File: config.mk
export PLATFORM = sky130hd
export DESIGN_NAME = card_dealer
export DESIGN_NICKNAME = d
export VERILOG_FILES = /design/src/rtl/card_dealer.sv
export SDC_FILE = /design/constraint.sdc
export NUM_CORES = 1
export LEC_CHECK = 0
export CORE_ASPECT_RATIO = 1.5
export CORE_MARGIN = 2
export CORE_UTILIZATION = 50
export CTS_BUF_LIST = sky130_fd_sc_hd__clkbuf_4
export DETAILED_ROUTE_END_ITERATION = 7
export GPL_ROUTABILITY_DRIVEN = 0
export PLACE_DENSITY = 0.68
export SYNTH_ARGS = -nofsm -noshare
export SYNTH_HDL_FRONTEND = slang
export SYNTH_SLANG_ARGS = --single-unit
File: constraint.sdc
create_clock -name clk -period 7 [get_ports clk]
set_input_delay 0.7 -clock clk [delete_from_list [all_inputs] [get_ports clk]]
set_output_delay 0.7 -clock clk [all_outputs]
set_load 0.05 [all_outputs]
File: src/rtl/card_dealer.sv
// Blackjack card source: draws from a 52-card deck without replacement,
// picking each card with a free-running 16-bit LFSR plus a linear probe.
module card_dealer #(
  parameter logic [15:0] SEED = 16'hACE1
) (
  input  logic       clk,
  input  logic       rst,
  input  logic       card_req,
  input  logic       shuffle,
  output logic [3:0] card_value,
  output logic [3:0] card_rank,
  output logic       card_valid,
  output logic       busy,
  output logic [5:0] cards_left,
  output logic       reshuffled
);

  typedef enum logic [1:0] {
    IDLE,
    PICK,
    PROBE
  } state_t;

  localparam logic [5:0] DECK_SIZE = 6'd52;

  state_t      r_state;
  state_t      w_next_state;
  logic [51:0] r_used;
  logic [5:0]  r_idx;
  logic [15:0] r_lfsr;
  logic [3:0]  r_card_value;
  logic [3:0]  r_card_rank;
  logic        r_card_valid;
  logic        r_reshuffled;
  logic [5:0]  r_cards_left;

  logic        w_refill;
  logic        w_take;
  logic [5:0]  w_take_idx;
  logic [5:0]  w_next_idx;
  logic [5:0]  w_cand;
  logic        w_lfsr_fb;
  logic [3:0]  w_rank;

  function automatic logic [5:0] wrap_inc(input logic [5:0] i);
    return (i == 6'd51) ? 6'd0 : i + 6'd1;
  endfunction

  // Rank is the position within the 13-card suit block, 1-based.
  function automatic logic [3:0] rank_of(input logic [5:0] i);
    logic [5:0] t;
    if (i < 6'd13)      t = i;
    else if (i < 6'd26) t = i - 6'd13;
    else if (i < 6'd39) t = i - 6'd26;
    else                t = i - 6'd39;
    return 4'(t) + 4'd1;
  endfunction

  assign w_cand    = r_lfsr[5:0];
  assign w_lfsr_fb = r_lfsr[15] ^ r_lfsr[13] ^ r_lfsr[12] ^ r_lfsr[10];
  assign w_rank    = rank_of(w_take_idx);

  // NOTE: every combinational output is defaulted first so no path leaves it unassigned (no latch).
  always_comb begin
    w_next_state = r_state;
    w_refill     = 1'b0;
    w_take       = 1'b0;
    w_take_idx   = r_idx;
    w_next_idx   = r_idx;
    case (r_state)
      IDLE: begin
        // An empty deck refills on the same edge that accepts the request.
        if (shuffle || (card_req && (r_cards_left == 6'd0))) w_refill = 1'b1;
        if (card_req) w_next_state = PICK;
      end
      PICK: begin
        if (w_cand < DECK_SIZE) begin
          if (!r_used[w_cand]) begin
            w_take       = 1'b1;
            w_take_idx   = w_cand;
            w_next_state = IDLE;
          end else begin
            w_next_idx   = wrap_inc(w_cand);
            w_next_state = PROBE;
          end
        end
      end
      PROBE: begin
        if (!r_used[r_idx]) begin
          w_take       = 1'b1;
          w_take_idx   = r_idx;
          w_next_state = IDLE;
        end else begin
          w_next_idx = wrap_inc(r_idx);
        end
      end
      default: w_next_state = IDLE;
    endcase
  end

  // NOTE: sequential state uses non-blocking assignments so all registers update from pre-edge values.
  always_ff @(posedge clk or posedge rst) begin
    if (rst) r_state <= IDLE;
    else     r_state <= w_next_state;
  end

  // NOTE: the 52-bit used mask is plain flops, so it is reset along with the rest of the state.
  always_ff @(posedge clk or posedge rst) begin
    if (rst) begin
      r_used       <= '0;
      r_idx        <= '0;
      r_lfsr       <= SEED;
      r_card_value <= '0;
      r_card_rank  <= '0;
      r_card_valid <= 1'b0;
      r_reshuffled <= 1'b0;
      r_cards_left <= DECK_SIZE;
    end else begin
      r_lfsr       <= {r_lfsr[14:0], w_lfsr_fb};
      r_idx        <= w_next_idx;
      r_card_valid <= w_take;
      r_reshuffled <= w_refill;
      if (w_refill) begin
        r_used       <= '0;
        r_cards_left <= DECK_SIZE;
      end else if (w_take) begin
        r_used[w_take_idx] <= 1'b1;
        r_cards_left       <= r_cards_left - 6'd1;
        r_card_rank        <= w_rank;
        r_card_value       <= (w_rank > 4'd10) ? 4'd10 : w_rank;
      end
    end
  end

  assign card_value = r_card_value;
  assign card_rank  = r_card_rank;
  assign card_valid = r_card_valid;
  assign busy       = (r_state != IDLE);
  assign cards_left = r_cards_left;
  assign reshuffled = r_reshuffled;

endmodule

==> impl_metrics.ini <==
[job]
maxCapViolations = 0

[place]
dpl.hpwl_um = 9300
dp.cells = 674
io_buffers = 20

[floorplan]
die_h_um = 130
rows = 45
design.core.area_sq_um = 10200
initial_core_util_pct = 51.7
die-area_sq_um = 11400
die_w_um = 87.8
io_pins = 21

[finish]
post_route_cells_drive_above_1_share_pct = 13.1
n_fill_cell = 906
area_growth_pct = 8.68
final_nets = 559
fin_cells = 691
final_cell_mix = 100 x nand2_1, 81 x dfrtp_1, 61 x o21ai_0
final_common_cell = nand2_1

[clocking]
cts_tree = yes
clkSlewWorstSetupHoldPaths_ns = 0.16
post-cts-setup-buffers = 0
root_buffer = clkbuf_4
clk_latency_ns = 0.47
cts_buffers = 9
htree_levels = 3
cts.sinks = 92
cts_hold_buf = 0
clockBufferDepth = 2
post_cts_resized = 0

[synthesis]
synth_xor_area_share_pct = 2.78
syn_nets = 549
syn_inst = 534
synth-seq-area-share_pct = 44.0
yosys.area.top_type = dfrtp_1
yosys-top-cells-area = dfrtp_1 39%, mux4_2 9.0%, nand2_1 7.1%, o21ai_0 5.8%, dfstp_2 5.5%
synth_top_family_by_area = simple AND/OR/NAND/NOR gates
yosysWarnings = 0
syn_avg_cell_area_sq_um = 9.86
ys_ff_latch = 92
synthSimpleGateAreaFrac_pct = 17.4
synth_top_area_share_pct = 38.5
synthFlopType = dfrtp_1
synth_compound_area_share_pct = 15.7
yosys.cell_types.count = 64
muxShareOfSynthArea_pct = 13.6
synth_adder_area_share_pct = 2.61
synth_enable_flop_cells = 0
syn_area_sq_um = 5260
async_flop_share_pct = 100

[power_and_ir_drop]
clock_power_share_pct = 16.5
total_power_mw = 1.75
ir_drop_mv = 0.109
power_density_nw_per_um2 = 305
pwr-share-comb_pct = 48.1
internal-power_uw = 950
switchingPower_uw = 797
power.leakage_nw = 2.36
swShare_pct = 45.6
pwr-share-seq_pct = 35.4

[global_routing]
antenna_found_initial = 1
grt_remaining_overflow = 0
grt_max_degree = 62
grt_pass1_vias = 4206
grtUsageTotal_pct = 25.2
grt_pass1_wl_um = 21700

[route]
wire_per_inst_um = 19.2
firstDrtPassIters = 5
vias_per_cell = 6.19
ant_nets = 0
via_count = 4275
drt_iter0_markers = 426
drt_wl_total_um = 13300
drcViolationCount = 0

[sta]
hold_viol = 0
skew_ns = 0.0152
fin_crit_ns = 5.95
max_slew_margin_pct = 47.3
finalSetupViolCount = 0
grt_setup_unrepaired = no
worst_slew_pin_slew_ns = 0.790
post-route-period-util_pct = 85.0
drv_slew = 0
finalSetupTns_ns = 0
max_freq_ghz = 0.168

[setup_path]
cp-start-kind = register
critical_path_class = reg -> reg
crit_fanout = 14
cp-end-kind = register
arrival_ns = 6.33
required_ns = 7.37

[run_status]
outcome = finished clean

[hold_path]
hold_path.class = reg -> reg
sequential cells by signal (all words and copies together), names as in the netlist:
signal      flops
r_idx           6
card_valid      1
r_state         2
card_rank       4
r_used         52
reshuffled      1
r_lfsr         16
card_value      4
cards_left      6
final cells by class:
type / count / area, sq um / share of cell area, %
multi-input combinational: 393 / 2750 / 48.1
sequential: 92 / 2320 / 40.5
timing repair buffer: 29 / 268 / 4.68
tap: 141 / 176 / 3.08
inverter: 19 / 72.6 / 1.27
clock buffer: 9 / 67.6 / 1.18
clock inverter: 7 / 65.1 / 1.14
antenna: 1 / 2.50 / 0.0437
synth_stat cells (2+ instances only):
master / n
a211o_1: 2
a211oi_1: 2
a21oi_1: 18
a221o_1: 3
a221oi_1: 3
a22o_1: 5
a31oi_1: 3
a32o_1: 2
and2_1: 2
and3_1: 8
buf_2: 6
buf_6: 2
clkbuf_1: 22
dfrtp_1: 81
dfstp_2: 11
ha_1: 11
inv_1: 18
mux2_2: 4
mux2i_1: 16
mux4_2: 21
nand2_1: 100
nand2b_1: 2
nand3_1: 14
nand3b_1: 6
nand4_1: 3
nor2_1: 31
nor2b_1: 5
nor3_1: 11
nor3b_1: 6
nor4_1: 2
o211ai_1: 3
o21a_1: 2
o21ai_0: 61
o21ai_1: 3
o31ai_1: 3
or3_1: 2
xnor2_1: 9
xor2_1: 5
through the flow:
stage | util, % | hold WS [ns] | instance area (sq um) | setup WS (ns)
CTS | 56.1 | 0.373 | 5720 | 1.11
global placement | 54.8 | 0.335 | 5590 | 1.32
detailed placement | 54.8 | 0.338 | 5590 | 1.15
floorplan | - | 0.331 | 5260 | 2.08
finish | 56.1 | 0.373 | 5720 | 1.05
global route | 56.1 | 0.379 | 5720 | 0.610
power by group through the flow:
stage	Clock (mW)	Sequential (mW)	Combinational [mW]
3_3_place_gp	0	0.628	0.821
6_report	0.288	0.619	0.841
3_5_place_dp	0	0.630	0.837
2_1_floorplan	0	0.744	0.497
5_1_grt	0.323	0.625	0.912
4_1_cts	0.298	0.620	0.839
critical path, stage by stage, from the launching register on:
cell and delay (ns):
dfstp_2 0.72, buf_4 0.29, mux4_1 0.56, nand2b_1 0.16, a211o_1 0.32, nand3b_2 0.23, and2_0 0.16, buf_4 0.20
mux2i_1 0.59, inv_1 0.25, ha_1 0.31, a221o_1 0.39, nand3_1 0.18, nand2_1 0.07, and3b_1 0.20, a31oi_1 0.19
a211oi_1 0.10, a31oi_1 0.21, ha_1 0.19, xor2_1 0.22, o21bai_1 0.09, a22o_1 0.20
metal layers:
metal	routed length (um)	share of wire (%)	global-route usage [%]
met5	0	0	0
met4	663	5.0	14.8
met3	798	6.0	4.90
met2	6710	51	40.9
met1	5110	38	30.8
worst paths after layout:
| path | end | start | cells after the start | slack [ns] |
|---|---|---|---|---|
| setup reg to reg | card_value[0] | r_lfsr[0] | 21 | 1.05 |
| hold reg to reg | r_lfsr[7] | r_lfsr[6] | 0 | 0.37 |
| setup / recovery | card_value[0] | r_lfsr[0] | 21 | 1.05 |
| max in group asynchronous | r_used[28] | rst | 3 | 5.30 |
| hold / removal | r_lfsr[7] | r_lfsr[6] | 0 | 0.37 |
| min in group asynchronous | r_lfsr[12] | rst | 2 | 0.55 |
logic make-up after synthesis:
logic type / after synthesis
and+or+nand+nor: 199
AOI/OAI and AO/OA: 125
DFF: 92
buffers and inverters: 49
muxes: 43
xor gates and xnor gates: 15
adders and majority gates: 11
No activity file was read; power rests on OpenSTA's default activity.
